--- src/rtl/drive_cmd_scheduler.sv ---
// drive_cmd_scheduler: turns drive command codes into ASCII bytes for a UART
// transmitter. Repeated commands are deduplicated into a small queue. The last
// byte is re-sent on an idle heartbeat, and a stop is forced when the command
// source goes quiet for too long.
//
// Handshake: a byte transfers on a clock edge where cmd_ready and uart_ready
// are both high. ascii_out is loaded on entry to PRESENT and is held stable
// until that transfer. cmd_ready is high only in PRESENT.
module drive_cmd_scheduler #(
    parameter int FIFO_DEPTH       = 4,
    parameter int HEARTBEAT_CYCLES = 12_500_000,
    parameter int WATCHDOG_CYCLES  = 50_000_000
) (
    input  logic                        clk,
    input  logic                        reset_n,
    input  logic [2:0]                  command,
    input  logic                        valid,
    input  logic                        uart_ready,
    output logic [7:0]                  ascii_out,
    output logic                        cmd_ready,
    output logic [$clog2(FIFO_DEPTH):0] fifo_level,
    output logic                        overflow,
    output logic                        watchdog_stop
);

    localparam int AW   = $clog2(FIFO_DEPTH);
    localparam int LW   = AW + 1;
    localparam int HB_W = $clog2(HEARTBEAT_CYCLES);
    localparam int WD_W = $clog2(WATCHDOG_CYCLES);
    localparam logic [HB_W-1:0] HB_MAX = HB_W'(HEARTBEAT_CYCLES - 1);
    localparam logic [WD_W-1:0] WD_MAX = WD_W'(WATCHDOG_CYCLES - 1);

    typedef enum logic [1:0] {ST_IDLE, ST_PRESENT, ST_HOLD} state_t;

    // Command code to the ASCII letter the drive controller expects.
    function automatic logic [7:0] f_encode(input logic [2:0] code);
        logic [7:0] res;
        res = 8'h53;
        case (code)
            3'd0: res = 8'h53;
            3'd1: res = 8'h46;
            3'd2: res = 8'h42;
            3'd3: res = 8'h4C;
            3'd4: res = 8'h52;
            3'd5: res = 8'h50;
            3'd6: res = 8'h51;
            3'd7: res = 8'h58;
            default: res = 8'h53;
        endcase
        return res;
    endfunction

    state_t            r_state;
    state_t            w_state_next;
    logic [2:0]        r_mem [FIFO_DEPTH];
    logic [AW-1:0]     r_rd_ptr;
    logic [AW-1:0]     r_wr_ptr;
    logic [LW-1:0]     r_count;
    logic [2:0]        r_last_enq;
    logic [2:0]        r_last_sent;
    logic [7:0]        r_ascii;
    logic              r_overflow;
    logic              r_wd_stop;
    logic [HB_W-1:0]   r_hb;
    logic [WD_W-1:0]   r_wd;

    logic              w_empty;
    logic              w_full;
    logic              w_pop;
    logic              w_hb_fire;
    logic              w_load;
    logic [2:0]        w_load_code;
    logic              w_accept;
    logic              w_inject;
    logic              w_differs;
    logic              w_enq;
    logic              w_drop;

    assign w_empty     = (r_count == '0);
    assign w_full      = (r_count == LW'(FIFO_DEPTH));
    assign w_pop       = (r_state == ST_IDLE) && !w_empty;
    // The heartbeat only fires when the queue is empty, so queued work wins.
    assign w_hb_fire   = (r_state == ST_IDLE) && w_empty && (r_hb == HB_MAX);
    assign w_load      = w_pop || w_hb_fire;
    assign w_load_code = w_empty ? r_last_sent : r_mem[r_rd_ptr];
    assign w_accept    = (r_state == ST_PRESENT) && uart_ready;
    // A valid strobe in the expiry cycle cancels the stop.
    assign w_inject    = !valid && (r_wd == WD_MAX) && (r_last_enq != 3'd0);
    assign w_differs   = valid && (command != r_last_enq);
    assign w_enq       = w_differs && (!w_full || w_pop);
    assign w_drop      = w_differs && w_full && !w_pop;

    // FSM state register.
    always_ff @(posedge clk or negedge reset_n) begin
        if (!reset_n) r_state <= ST_IDLE;
        else          r_state <= w_state_next;
    end

    // FSM next-state logic.
    always_comb begin
        w_state_next = r_state;
        unique case (r_state)
            ST_IDLE:    if (w_load)      w_state_next = ST_PRESENT;
            ST_PRESENT: if (uart_ready)  w_state_next = ST_HOLD;
            ST_HOLD:    if (!uart_ready) w_state_next = ST_IDLE;
            default:                     w_state_next = ST_IDLE;
        endcase
    end

    // FSM and status outputs.
    always_comb begin
        cmd_ready     = (r_state == ST_PRESENT);
        ascii_out     = r_ascii;
        fifo_level    = r_count;
        overflow      = r_overflow;
        watchdog_stop = r_wd_stop;
    end

    // Queue storage; a watchdog stop writes code 0 at the write pointer.
    always_ff @(posedge clk) begin
        if (w_inject)   r_mem[r_wr_ptr] <= 3'd0;
        else if (w_enq) r_mem[r_wr_ptr] <= command;
    end

    // Queue pointers and occupancy; a watchdog stop leaves only the injected stop.
    always_ff @(posedge clk or negedge reset_n) begin
        if (!reset_n) begin
            r_rd_ptr <= '0;
            r_wr_ptr <= '0;
            r_count  <= '0;
        end else if (w_inject) begin
            r_rd_ptr <= r_wr_ptr;
            r_wr_ptr <= r_wr_ptr + AW'(1);
            r_count  <= LW'(1);
        end else begin
            if (w_enq) r_wr_ptr <= r_wr_ptr + AW'(1);
            if (w_pop) r_rd_ptr <= r_rd_ptr + AW'(1);
            if (w_enq && !w_pop)      r_count <= r_count + LW'(1);
            else if (!w_enq && w_pop) r_count <= r_count - LW'(1);
        end
    end

    // Dedup reference, sticky overflow and the forced-stop flag.
    always_ff @(posedge clk or negedge reset_n) begin
        if (!reset_n) begin
            r_last_enq <= 3'd0;
            r_overflow <= 1'b0;
            r_wd_stop  <= 1'b0;
        end else begin
            if (w_inject)   r_last_enq <= 3'd0;
            else if (w_enq) r_last_enq <= command;
            if (w_drop) r_overflow <= 1'b1;
            if (valid)         r_wd_stop <= 1'b0;
            else if (w_inject) r_wd_stop <= 1'b1;
        end
    end

    // Output byte; it is loaded only on entry to PRESENT and is remembered for the heartbeat.
    always_ff @(posedge clk or negedge reset_n) begin
        if (!reset_n) begin
            r_ascii     <= 8'h00;
            r_last_sent <= 3'd0;
        end else if (w_load) begin
            r_ascii     <= f_encode(w_load_code);
            r_last_sent <= w_load_code;
        end
    end

    // Heartbeat counter: cleared by each accepted byte, and advances while idle with an empty queue.
    always_ff @(posedge clk or negedge reset_n) begin
        if (!reset_n)                                                r_hb <= '0;
        else if (w_accept)                                           r_hb <= '0;
        else if ((r_state == ST_IDLE) && w_empty && (r_hb != HB_MAX)) r_hb <= r_hb + HB_W'(1);
    end

    // Watchdog counter: cleared by any valid strobe, and saturates at expiry.
    always_ff @(posedge clk or negedge reset_n) begin
        if (!reset_n)            r_wd <= '0;
        else if (valid)          r_wd <= '0;
        else if (r_wd != WD_MAX) r_wd <= r_wd + WD_W'(1);
    end

endmodule

--- config.mk ---
export PLATFORM = sky130hd
export DESIGN_NAME = drive_cmd_scheduler
export DESIGN_NICKNAME = d
export VERILOG_FILES = /design/src/rtl/drive_cmd_scheduler.sv
export SDC_FILE = /design/constraint.sdc
export NUM_CORES = 1
export LEC_CHECK = 0
export ABC_AREA = 1
export CAP_MARGIN = 25
export CORE_MARGIN = 4
export CORE_UTILIZATION = 55
export CTS_CLUSTER_SIZE = 40
export DETAILED_ROUTE_END_ITERATION = 10
export DONT_BUFFER_PORTS = 1
export HOLD_SLACK_MARGIN = 0.06
export PLACE_DENSITY = 0.78
export SLEW_MARGIN = 15
export SYNTH_ARGS = -nofsm -noshare
export SYNTH_HDL_FRONTEND = slang
export SYNTH_SLANG_ARGS = --single-unit
--- constraint.sdc ---
create_clock -name clk -period 5.7 [get_ports clk]
set_clock_uncertainty 0.05 [all_clocks]
set_input_delay 1.14 -clock clk [delete_from_list [all_inputs] [get_ports clk]]
set_output_delay 1.14 -clock clk [all_outputs]
set_load 0.1 [all_outputs]
# == Word level (Yosys, flattened, before mapping) ==
# Memory sizes are Yosys's and may differ from the RTL's. A register that Yosys moved wholly into a read port is not among the register bits.
# Cells that the tools add are included.
# op_classes
n_reduce_logical,31
eq_ne,11
n_bitwise,1
n_addsub,6
n_mux,26
# op_table
op,n
26-bit two-way mux,2
24-bit two-way mux,2
"26-bit by 1-bit adder with 26-bit output, second input constant",1
"26-bit equality test, second input constant",1
"26-bit inequality test, second input constant",1
"24-bit by 1-bit adder with 24-bit output, second input constant",1
"24-bit equality test, second input constant",1
"24-bit inequality test, second input constant",1
3-bit two-way mux,7
2-bit two-way mux,7
1-bit logical AND,13
2-bit nonzero test,5
1-bit two-way mux,7
1-bit logical NOT,6
"2-bit inequality test, second input constant",3
2-bit one-hot mux with 3 select lines,1
3-bit nonzero test,2
"2-bit by 1-bit adder with 2-bit output, second input constant",2
"3-bit by 1-bit adder with 3-bit output, second input constant",1
"3-bit equality test, second input constant",1
3-bit logical NOT,1
3-bit inequality test,1
3-bit AND reduction,1
"3-bit by 1-bit subtractor with 3-bit output, second input constant",1
other kinds (5),6
# totals
ramBits,12
register_bits,75
input_bits,7
mem_count,2
rom_bits,40
elab_cells,88
# memory_table
name,words,word_bits,read_ports,rd_clocked_by_memory_dff,wr,line,source
(no name shown),8,5,1,1,0,39,case (code)
r_mem,4,3,1,0,1,55,logic [2:0] r_mem [FIFO_DEPTH];

# == Longest topological paths before layout ==
# Gate-level depths: netlist (run 1).
# depth
word_depth,10
depth_mapped,13
ltp_nobuf,13

# == Worst setup path after synthesis (run 1) ==
# OpenSTA, ideal clock, no wires.
# synth_path
path_kind,register to output
startpoint,register r_state[1]
endpoint,output port cmd_ready
path_stages_with_launch,2
required_ns,4.510
arrival_ns,1.713
path_slack_ns,2.797
path_buffers,0
path_cell_list,dfrtp_1 > nor2_1
# synth_via
elab_chain_len,1
# synth_rtl
element,line,source
"start, declared",53,state_t r_state;
"start signal, assigned",96,else r_state <= w_state_next;
2-bit by 1-bit equality test with 1-bit output,112,cmd_ready = (r_state == ST_PRESENT);
"end, declared",20,"output logic cmd_ready,"
# No other way between the ends.

# == Final worst setup path (run 1) ==
# layout_path
startpoint,"register r_count[0], in the netlist fifo_level[0]"
endpoint,"register r_count[2], in the netlist fifo_level[2]"
# layout_via
elab_chain_len,8
# layout_rtl
element,line,source
"start, declared",58,logic [LW-1:0] r_count;
"start signal, assigned",138,if (w_enq && !w_pop) r_count <= r_count + LW'(1);
"start signal, assigned",139,else if (!w_enq && w_pop) r_count <= r_count - LW'(1);
branches (longest 8 deep; another with 3-bit by 1-bit subtractor with 3-bit output),-,
# Several ways; the timed one is not identified. The select of a mux whose other input is x is not followed.
# A chain may end at the register's enable or synchronous reset.

==> impl_results.md, run 1 <==
- Status: finished clean
- Area growth syn-to-layout: 6.287%
- Clk Latency, worst-skew pair: 0.36 ns
- Crit end category: register
- Antenna cells: 0
- Post-synth EDFFs: 12
- Synth Flop Type: dfrtp_1
- Vias: 4090
- Design area: 5140 um2
- CP Max Fanout: 8
- Ys async rst share: 85.88%
- Residual DRC count: 0
- Post-Synthesis Cells: 643
- Area post-placement: 4930 um2
- Top cell type's share of synthesized area: 37.77%
- Power Total: 2.167 mW
- Cts repair resizes: 0
- Critical Path Max Stage Delay: 1.04 ns
- Syn Std Cell Area: 4836 um2
- Die X: 101.8 um
- # hold bufs at CTS: 0
- Cell Rows: 33
- Post-CTS setup repair buffer count: 0
- Area of the multi-input gates: 2296 um2
- Final period utilization: 52.94%
- Slowest CP cell: dfrtp_1
- Pleak: 2.295 nW
- Max Clk Rate: 331.4 MHz
- Initial antenna violation count: 0
- Crit-path most repeated cell: nand2_1
- Final Hold Fails: 0
- Largest net degree at the start of global routing: 74
- Initial DRC count: 224
- Max_slew headroom: 28.74%
- Grt total ovfl: 0
- Final Max Tran Viols: 0
- Via density per instance: 5.403
- Most common cell in the synthesized netlist: nand2_1
- Avg Inst Size Synth: 7.521 um2
- Total CTS buffers: 9
- # fillers: 744
- Die ar.: 10360 um2
- Starting Density: 57.70%
- Total GRT Usage: 21.40%
- Die Y: 101.8 um
- Req. time, crit path: 5.90 ns
- Post-synthesis sequential area ratio: 45.23%
- CP top delay family: simple AND/OR/NAND/NOR gates
- Crit-path cells: inv_1 -> nand4_1 -> nand3_1 -> nor2_1 -> fa_1 -> xor2_1 -> inv_1 -> nand2_1 -> nand2_1 -> nand3_1 -> nand2_1
- RSZ-0062 raised after global routing: no
- Worst path bufs/invs: 2
- Pwr/cell area: 421.5 nW/um2
- Placer Congestion: 0.9338
- Core Footprint: 8382 um2
- Final setup viols: 0
- Post-detail-place hpwl: 7.450 mm
- Root buffer cell: clkbuf_8
- Critical Path Source Type: register
- MaxCap Viol Count: 0
- Synth unique cells: 41
- CTS max path bufs: 2
- Final TNS setup: 0 ns
- Peak VDD IR: 212.6 uV
- Arr. time, crit path: 3.22 ns
- Final wirelength: 10.29 mm
- Number of global-route vias before repair: 3934
- Dominant cell type by area after synthesis: dfrtp_1
- FF+latch area: 2187 um2
- Worst Tran Pin Value: 1.069 ns
- Port bufs: 0
- TritonRoute pass-1 iters: 5
- Worst min path class: in2async
- Ys Warns: 0
- Fin nets: 661
- ANT nets after route: 0
- WL per Instance: 13.59 um
- Commonest cells post-synth: nand2_1 (176), nor2_1 (100), dfrtp_1 (73)
- Top cells by area, synth: dfrtp_1 (38%), nand2_1 (14%), nor2_1 (7.8%)
- First-pass GRT wire length: 17.87 mm
- CTS Sinks: 85
- CTS tree: done
- Critical path type: reg2reg
- Io pins: 21
- Share of layout cells above drive strength 1: 7.362%
- Htree depth: 3
- Minimum clock period: 3.018 ns
- Worst-path clk slew: 0.10 ns
- Flops & latches, synth: 85
-- through the flow --
step / hold WS, ns / util, % / setup slack (ns) / instances
final: 0.4221 / 61.32 / 2.682 / 757
after global routing: 0.3892 / 61.32 / 2.461 / 757
after CTS: 0.4031 / 61.32 / 2.716 / 757
after detailed placement: 0.4294 / 58.81 / 2.729 / 741
after global placement: 0.4282 / 58.44 / 2.882 / 739
after floorplan: 0.3867 / - / 2.797 / 644
-- final timing paths --
| kind | end | depth (start not counted) | start | slack (ns) |
|---|---|---|---|---|
| max | fifo_level[2]$_DFFE_PN0P_ | 11 | fifo_level[0]$_DFFE_PN0P_ | 2.68 |
| min | r_hb[17]$_DFFE_PN0P_ | 0 | reset_n | 0.42 |
| max reg2reg | fifo_level[2]$_DFFE_PN0P_ | 11 | fifo_level[0]$_DFFE_PN0P_ | 2.68 |
| min reg2reg | r_wd[4]$_DFFE_PN0P_ | 1 | r_wd[4]$_DFFE_PN0P_ | 0.47 |
| max in group asynchronous | r_wd[20]$_DFFE_PN0P_ | 0 | reset_n | 5.01 |
| min in group clk | r_wd[4]$_DFFE_PN0P_ | 1 | r_wd[4]$_DFFE_PN0P_ | 0.47 |
-- cell type report --
| cell class | count | share of cell area [%] |
|---|---|---|
| repair buffers | 2 | 0.6086 |
| inverters | 75 | 5.526 |
| clock buffers | 9 | 2.410 |
| well taps | 105 | 2.556 |
| clock inverters | 7 | 1.680 |
| multi-input cells | 474 | 44.67 |
| flip-flops and latches | 85 | 42.55 |
-- per-layer routing --
metal | wire, um | vias up | GRT usage [%] | share of wire [%]
li1 | - | 2075 | - | -
met1 | 4694 | 1909 | 29.43 | 46
met2 | 4980 | 91 | 34.76 | 48
met3 | 460 | 15 | 3.788 | 4.5
met4 | 154 | 0 | 6.339 | 1.5
met5 | 0 | - | 0 | 0
-- cells by family after synthesis --
logic type	after synthesis	share of synthesized area (%)
flip-flops	85	45.23
other	1	0.07755
AO/OA/AOI/OAI	70	8.021
adder cells (fa/ha/maj)	7	1.966
AND/OR/NAND/NOR	377	34.02
buffers and inverters	85	7.425
XOR/XNOR	18	3.260
-- where the power goes --
part	switching, mW	total [mW]	internal (mW)
logic	0.461	0.670	0.209
clock network	0.240	0.454	0.213
registers	0.317	1.04	0.725
total	1.02	2.17	1.15
-- cells in the final DEF, fill, tap and decap left out, types with 7 or more instances in the layout --
cell / Yosys / routed
nand4_1: 25 / 25
inv_1: 70 / 70
nand3_1: 41 / 41
clkbuf_8: 1 / 9
nor2_1: 100 / 99
xor2_1: 13 / 13
edfxtp_1: 12 / 12
dfrtp_1: 73 / 73
nand2_2: 7 / 7
a21oi_1: 13 / 13
nor3_1: 12 / 12
nand2_1: 176 / 176
o21ai_0: 39 / 39
-- sequential cells by signal, indices dropped and copies added, names as in the netlist, 2 cells and up --
signal       count
r_state          2
r_rd_ptr         2
r_last_sent      3
r_last_enq       3
r_wd            26
fifo_level       3
r_wr_ptr         2
ascii_out        6
r_hb            24
r_mem           12
Note: power is estimated with default switching activity, not from simulation.
==> inputs of run 2 (changes only) <==
==> constraint.sdc (replaced) <==
create_clock -name clk -period 2.88 [get_ports clk]
set_clock_uncertainty 0.05 [all_clocks]
set_input_delay 0.576 -clock clk [delete_from_list [all_inputs] [get_ports clk]]
set_output_delay 0.576 -clock clk [all_outputs]
set_load 0.1 [all_outputs]
==> run 2 against run 1 <==
- flip-flop and latch count unchanged
- critical path type unchanged
- power up 96%
- maximum frequency is 33% higher
==> impl_results.md, run 2 (synthesis gave the netlist of run 1 again) <==
- Critical Path Source Type: register (unchanged)
- Post-CTS setup repair buffer count: 0 (unchanged)
- CTS max path bufs: 2 (unchanged)
- Arr. time, crit path: 2.26 ns (was 3.22 ns)
- CTS tree: done (unchanged)
- Commonest non-fill, non-tap cells in the layout: nand2_1 (176), nor2_1 (99), dfrtp_1 (73) (unchanged)
- Design area: 5172 um2 (was 5140 um2)
- Critical path type: reg2reg (unchanged)
- Total CTS buffers: 9 (unchanged)
- Cts repair resizes: 0 (unchanged)
- CTS Sinks: 85 (unchanged)
- Total GRT Usage: 21.48% (was 21.40%)
- Worst min path class: in2reg (was in2async)
- Most flops, register: r_wd (unchanged)
- Placer Congestion: 0.9462 (was 0.9338)
- Die Y: 101.8 um (unchanged)
- Largest net degree at the start of global routing: 74 (unchanged)
- TritonRoute pass-1 iters: 5 (unchanged)
- Vias: 4184 (was 4090)
- Fin nets: 666 (was 661)
- Share of layout cells above drive strength 1: 7.915% (was 7.362%)
- Clk Latency, worst-skew pair: 0.35 ns (was 0.36 ns)
- Power Total: 4.247 mW (was 2.167 mW)
- Die ar.: 10360 um2 (unchanged)
- Initial DRC count: 237 (was 224)
- Initial antenna violation count: 0 (unchanged)
- Htree depth: 3 (unchanged)
- Peak VDD IR: 515.0 uV (was 212.6 uV)
- Final wirelength: 10.44 mm (was 10.29 mm)
- Req. time, crit path: 2.87 ns (was 5.90 ns)
- Antenna cells: 0 (unchanged)
- CP Max Fanout: 6 (was 8)
- Area growth syn-to-layout: 6.960% (was 6.287%)
- Minimum clock period: 2.265 ns (was 3.018 ns)
- Most common cell after layout, fill and taps aside: nand2_1 (unchanged)
- Crit-path cells: ha_1 -> nand2_1 -> inv_1 -> nand2_1 -> nor2_1 -> nand2_1 -> nor2_1 -> nand3_1 -> nand2_2 -> inv_1 -> nor2_1 (was inv_1 -> nand4_1 -> nand3_1 -> nor2_1 -> fa_1 -> xor2_1 -> inv_1 -> nand2_1 -> nand2_1 -> nand3_1 -> nand2_1)
- ANT nets after route: 0 (unchanged)
- Via density per instance: 5.491 (was 5.403)
- Worst-path clk slew: 0.10 ns (about the same)
- Grt total ovfl: 0 (unchanged)
- Port bufs: 0 (unchanged)
- Root buffer cell: clkbuf_8 (unchanged)
- Cell Rows: 33 (unchanged)
- Number of global-route vias before repair: 3953 (was 3934)
- Hold WS: 0.2307 ns (was 0.4221 ns)
- Placed insts: 744 (was 741)
- Largest register FFs: 26 (unchanged)
- Residual DRC count: 0 (unchanged)
- Critical Path Max Stage Delay: 0.44 ns (was 1.04 ns)
- Final TNS setup: 0 ns (unchanged)
- First-pass GRT wire length: 17.87 mm (unchanged)
- MaxCap Viol Count: 0 (unchanged)
- Worst Tran Pin Value: 0.9123 ns (was 1.069 ns)
- Crit end category: register (unchanged)
- Core Footprint: 8382 um2 (unchanged)
- Slowest CP cell: dfrtp_1 (unchanged)
- Status: finished clean (unchanged)
- Final period utilization: 78.65% (was 52.94%)
- Final setup viols: 0 (unchanged)
- Max Clk Rate: 441.5 MHz (was 331.4 MHz)
- Io pins: 21 (unchanged)
- WL per Instance: 13.70 um (was 13.59 um)
- Finished Layout Cells: 762 (was 757)
- Post-detail-place hpwl: 7.553 mm (was 7.450 mm)
- Pwr/cell area: 821.1 nW/um2 (was 421.5 nW/um2)
- Starting Density: 57.70% (unchanged)
- RSZ-0062 raised after global routing: no (unchanged)
- Die X: 101.8 um (unchanged)
- Pleak: 2.312 nW (was 2.295 nW)
- Area post-placement: 4936 um2 (was 4930 um2)
- Final Hold Fails: 0 (unchanged)
- Largest regs: r_wd (26), r_hb (24), r_mem (12) (unchanged)
- Max_slew headroom: 39.18% (was 28.74%)
- Final Max Tran Viols: 0 (unchanged)
==> run 2: cell types whose count changed in the layout (fill, tap and decap cells not counted), sizes merged <==
| cell | before | now |
|---|---|---|
| inv | 80 | 76 |
| clkinvlp | 1 | 2 |
| buf | 2 | 6 |
| dlygate4sd3 | 0 | 1 |
| clkinv | 0 | 3 |
==> run 2: critical path, delay by kind of cell (launching register included) <==
kind / cells / cell delay [ns]
simple gates: 8 / 1.04
flops: 1 / 0.44
buf+inv: 2 / 0.22
fa+ha+maj: 1 / 0.19
==> run 2: per-stage QoR <==
stage	setup WS [ns]	util (%)
finish	0.6148	61.71
global route	0.3540	61.71
CTS	0.6225	61.59
detailed placement	0.6218	58.89
global placement	0.7094	58.89
floorplan	0.1274	-
==> run 2: final cells by class <==
class | count | area [um2]
tap | 105 | 131.4
multi-input combinational | 474 | 2296
clock buffer | 9 | 123.9
sequential | 85 | 2187
inverter | 75 | 284.0
clock inverter | 7 | 75.07
fill | 721 | 3209
timing repair buffer | 7 | 75.07
==> run 2: per-layer routing <==
metal	track usage [%]	share of wire (%)
met1	29.91	46
met2	33.60	47
met3	3.650	5.9
met4	8.384	1.1
met5	0	0
==> run 2: repair_timing <==
item / CTS / global route
endpoints found under the hold margin: 73 / 8
endpoints found under the setup margin: 0 / 0
hold buffers: 1 / 1
==> run 2: worst paths after layout <==
kind / startpoint / to / slack, ns / depth (start not counted)
worst max-delay path: r_wd[0]$_DFFE_PN0P_ / r_mem[3][0]$_DFFE_PP_ / 0.61 / 11
max in group asynchronous: reset_n / r_wd[12]$_DFFE_PN0P_ / 1.75 / 2
worst min-delay path: valid / r_wd[20]$_DFFE_PN0P_ / 0.23 / 1
worst max register to register: r_wd[0]$_DFFE_PN0P_ / r_mem[3][0]$_DFFE_PP_ / 0.61 / 11
worst min register to register: r_last_sent[0]$_DFFE_PN0P_ / r_last_sent[0]$_DFFE_PN0P_ / 0.46 / 2
min in group asynchronous: reset_n / r_hb[6]$_DFFE_PN0P_ / 0.71 / 2
==> run 2: power breakdown <==
part | switching (mW) | leakage, nW | internal [mW] | total [mW]
registers | 0.471 | 1.08 | 1.44 | 1.91
clock network | 0.462 | 0.0935 | 0.404 | 0.866
logic | 1.06 | 1.14 | 0.407 | 1.47
total | 2.00 | 2.31 | 2.25 | 4.25
==> inputs of run 3 (changes only) <==
--- a/config.mk
+++ b/config.mk
@@ -5,7 +5,7 @@
 export SDC_FILE = /design/constraint.sdc
 export NUM_CORES = 1
 export LEC_CHECK = 0
-export ABC_AREA = 1
+export ABC_AREA = 0
 export CAP_MARGIN = 25
 export CORE_MARGIN = 4
 export CORE_UTILIZATION = 55
@@ -13,7 +13,7 @@
 export DETAILED_ROUTE_END_ITERATION = 10
 export DONT_BUFFER_PORTS = 1
 export HOLD_SLACK_MARGIN = 0.06
-export PLACE_DENSITY = 0.78
+export PLACE_DENSITY = 0.81
 export SLEW_MARGIN = 15
 export SYNTH_ARGS = -nofsm -noshare
 export SYNTH_HDL_FRONTEND = slang
==> constraint.sdc (replaced) <==
create_clock -name clk -period 1.9 [get_ports clk]
set_clock_uncertainty 0.05 [all_clocks]
set_input_delay 0.38 -clock clk [delete_from_list [all_inputs] [get_ports clk]]
set_output_delay 0.38 -clock clk [all_outputs]
set_load 0.1 [all_outputs]
==> run 3 against run 2 <==
- non-clock buffer count up 110
- the flow now finishes with violations (hold timing, setup timing)
- maximum frequency up 2.6%
- critical path type unchanged
- final area up 19%
- area after synthesis down 8.0%
- sequential share of layout area down 6.4 points
- clock power up 50%
- critical endpoint is now r_hb[23]$_DFFE_PN0P_
- sequential power up 46%
==> impl_results.md, run 3 <==
- Status: complete, but fails checks (was finished clean)
- Failing checks: hold timing, setup timing
- Largest regs: r_wd (26), r_hb (24), r_mem (12) (unchanged)
- Share of layout cells above drive strength 1: 41.73% (was 7.915%)
- Largest net degree at the start of global routing: 74 (unchanged)
- Met2 usage: 43.51% (was 33.60%)
- Peak VDD IR: 693.0 uV (was 515.0 uV)
- RSZ-0062 raised after global routing: yes (was no)
- Flops & latches, synth: 85 (unchanged)
- TritonRoute pass-1 iters: 5 (unchanged)
- First-pass GRT wire length: 19.12 mm (was 17.87 mm)
- Minimum clock period: 2.207 ns (was 2.265 ns)
- Io pins: 21 (unchanged)
- MaxCap Viol Count: 0 (unchanged)
- Most common cell in the synthesized netlist: dfrtp_1 (was nand2_1)
- CTS Sinks: 85 (unchanged)
- Top cell type's share of synthesized area: 41.07% (was 37.77%)
- Clk Latency, worst-skew pair: 0.37 ns (was 0.35 ns)
- Crit-path most repeated cell: buf_6
- Worst path bufs/invs: 2 (unchanged)
- Fin util: 78.62% (was 61.71%)
- Crit end category: register (unchanged)
- Pwr/cell area: 1297 nW/um2 (was 821.1 nW/um2)
- Final period utilization: 116.2% (was 78.65%)
- Starting Density: 56.97% (was 57.70%)
- Ys Warns: 0 (unchanged)
- Htree depth: 3 (unchanged)
- Gr busiest metal: met2 (unchanged)
- Number of global-route vias before repair: 3927 (was 3953)
- Hold WS: -0.3538 ns (was 0.2307 ns)
- Via density per instance: 6.201 (was 5.491)
- Max_slew headroom: 24.95% (was 39.18%)
- Die Y: 97.93 um (was 101.8 um)
- Initial antenna violation count: 0 (unchanged)
- Initial DRC count: 354 (was 237)
- Die ar.: 9590 um2 (was 10360 um2)
- Met3 Usage GRT: 5.571% (was 3.650%)
- Commonest cells post-synth: dfrtp_1 (73), nor2_1 (55), nand2_1 (37) (was nand2_1 (176), nor2_1 (100), dfrtp_1 (73))
- Avg Inst Size Synth: 10.30 um2 (was 7.521 um2)
- Worst min path class: in2async (was in2reg)
- Core Footprint: 7807 um2 (was 8382 um2)
- Antenna cells: 0 (unchanged)
- Critical Path Source Type: register (unchanged)
- Slowest CP cell: dfrtp_4 (was dfrtp_1)
- Pleak: 2.619 nW (was 2.312 nW)
- Synth unique cells: 61 (was 41)
- Port bufs: 0 (unchanged)
- Dominant cell type by area after synthesis: dfrtp_1 (unchanged)
- Root buffer cell: clkbuf_8 (unchanged)
- Critical path type: reg2reg (unchanged)
- Critical Path Max Stage Delay: 0.53 ns (was 0.44 ns)
- Final Max Tran Viols: 0 (unchanged)
- Total CTS buffers: 9 (unchanged)
- Final wirelength: 13.68 mm (was 10.44 mm)
- Ys async rst share: 85.88% (unchanged)
- Post-Synthesis Cells: 432 (was 643)
- Post-synthesis sequential area ratio: 49.17% (was 45.23%)
- Arr. time, crit path: 2.46 ns (was 2.26 ns)
- Levels on crit path: 7 (was 11)
- Post-synth EDFFs: 12 (unchanged)
- Largest register FFs: 26 (unchanged)
- CP top delay family: simple AND/OR/NAND/NOR gates (unchanged)
- Commonest non-fill, non-tap cells in the layout: buf_4 (95), dfrtp_1 (67), nor2_1 (52) (was nand2_1 (176), nor2_1 (99), dfrtp_1 (73))
- Most common cell after layout, fill and taps aside: buf_4 (was nand2_1)
- Crit-path cells: or3_4 -> buf_6 -> buf_6 -> nor3_4 -> nand3_2 -> or4_1 -> nand2_1 (was ha_1 -> nand2_1 -> inv_1 -> nand2_1 -> nor2_1 -> nand2_1 -> nor2_1 -> nand3_1 -> nand2_2 -> inv_1 -> nor2_1)
- Final TNS setup: -9.981 ns (was 0 ns)
- Most flops, register: r_wd (unchanged)
- CP Max Fanout: 4 (was 6)
- Setup crit start: fifo_level[0]$_DFFE_PN0P_ (was r_wd[0]$_DFFE_PN0P_)
- Final setup viols: 66 (was 0)
- Die X: 97.93 um (was 101.8 um)
- Max Clk Rate: 453.1 MHz (was 441.5 MHz)
- Synth Flop Type: dfrtp_1 (unchanged)
- CTS max path bufs: 2 (unchanged)
- Min setup slack post-route: -0.3070 ns (was 0.6148 ns)
- Worst Tran Pin Value: 1.122 ns (was 0.9123 ns)
- Syn Std Cell Area: 4448 um2 (was 4836 um2)
- Placer Congestion: 0.8104 (was 0.9462)
- WL per Instance: 21.18 um (was 13.70 um)
- Fin nets: 553 (was 666)
- Req. time, crit path: 2.15 ns (was 2.87 ns)
- Worst r2r src: fifo_level[0]$_DFFE_PN0P_ (was r_wd[0]$_DFFE_PN0P_)
- Post-detail-place hpwl: 7.127 mm (was 7.553 mm)
- Top cells by area, synth: dfrtp_1 (41%), edfxtp_1 (8.1%), nor2_1 (4.6%) (was dfrtp_1 (38%), nand2_1 (14%), nor2_1 (7.8%))
- Total GRT Usage: 24.47% (was 21.48%)
- Residual DRC count: 0 (unchanged)
- CTS tree: done (unchanged)
- # hold bufs at CTS: 1 (unchanged)
- Worst slack, placed: -0.2581 ns (was 0.6218 ns)
- R2r worst-path depth: 7 (was 11)
- Grt total ovfl: 0 (unchanged)
- Cell Rows: 32 (was 33)
- Vias: 4006 (was 4184)
- Area growth syn-to-layout: 38.00% (was 6.960%)
- Worst-path clk slew: 0.09 ns (was 0.10 ns)
- GRT met1 Usage: 28.99% (was 29.91%)
- Final Hold Fails: 73 (was 0)
- ANT nets after route: 0 (unchanged)
## run 3: changes by cell type after synthesis, moves of 9 or more
cell,change
o21ai_0,-31
and2_1,+13
xnor2_1,+15
nor2_1,-45
nand3_1,-24
inv_1,-61
nand2_1,-139
nand4_1,-14
mux2i_1,+9
## run 3: final timing paths
check / end / slack [ns]
max: r_hb[23]$_DFFE_PN0P_ / -0.31
min in group clk: r_state[1]$_DFFE_PN0P_ / 0.11
min reg2reg: r_wd[23]$_DFFE_PN0P_ / 0.50
max reg2reg: r_hb[23]$_DFFE_PN0P_ / -0.31
min: ascii_out[2]$_DFFE_PN0P_ / -0.35
max in group asynchronous: r_wd[5]$_DFFE_PN0P_ / 2.03
## run 3: area by class of cell
cell class	instances	area, um2
Fill cell	381	1669
Inverter	9	33.78
Tap cell	102	127.6
Sequential cell	85	2202
Clock buffer	10	127.6
Timing Repair Buffer	117	975.9
Clock inverter	6	63.81
Multi-Input combinational cell	317	2608
## run 3: cell families (layout without fill, tap and decap cells)
logic type | Yosys count | after routing | synth area share (%)
muxes | 17 | 17 | 4.810
DFF | 85 | 85 | 49.17
xor gates and xnor gates | 41 | 41 | 8.073
other | 1 | 2 | 0.08431
adders and majority gates | 8 | 8 | 2.363
buffers and inverters | 32 | 142 | 3.544
and+or+nand+nor | 181 | 182 | 21.01
AOI/OAI and AO/OA | 67 | 67 | 10.94
## run 3: report_power, final
| part | leakage, nW | switching [mW] | internal (mW) | total (mW) |
|---|---|---|---|---|
| Combinational | 1.45 | 2.15 | 1.73 | 3.89 |
| Clock | 0.0955 | 0.690 | 0.607 | 1.30 |
| Sequential | 1.07 | 0.585 | 2.19 | 2.78 |
## run 3: worst reg2reg max path: stages (launching register included)
cell,delay (ns)
dfrtp_4,0.53
or3_4,0.43
buf_6,0.14
buf_6,0.11
nor3_4,0.19
nand3_2,0.12
or4_1,0.49
nand2_1,0.09
## run 3: what timing repair did
action | in CTS | in global routing
pin swaps | 26 | 46
gates cloned | 2 | 0
resized for setup | 43 | 73
endpoints found under the hold margin | 100 | 73
endpoints found under the setup margin | 52 | 85
setup buffers | 14 | 19
## run 3: metrics by stage
| stage | cells | instance area (um2) | total power, mW | hold WS [ns] |
|---|---|---|---|---|
| floorplan | 433 | 4562 | 4.770 | 0.03441 |
| global placement | 601 | 5225 | 5.556 | 0.03646 |
| detailed placement | 601 | 5225 | 5.733 | 0.03607 |
| CTS | 632 | 5714 | 7.330 | -0.3564 |
| global route | 646 | 6138 | 8.271 | -0.3714 |
| finish | 646 | 6138 | 7.962 | -0.3538 |
## run 3: metal layers
layer	wire length, um	up-vias
li1	-	1749
met1	5196	2010
met2	7212	192
met3	791	55
met4	484	0
met5	0	-
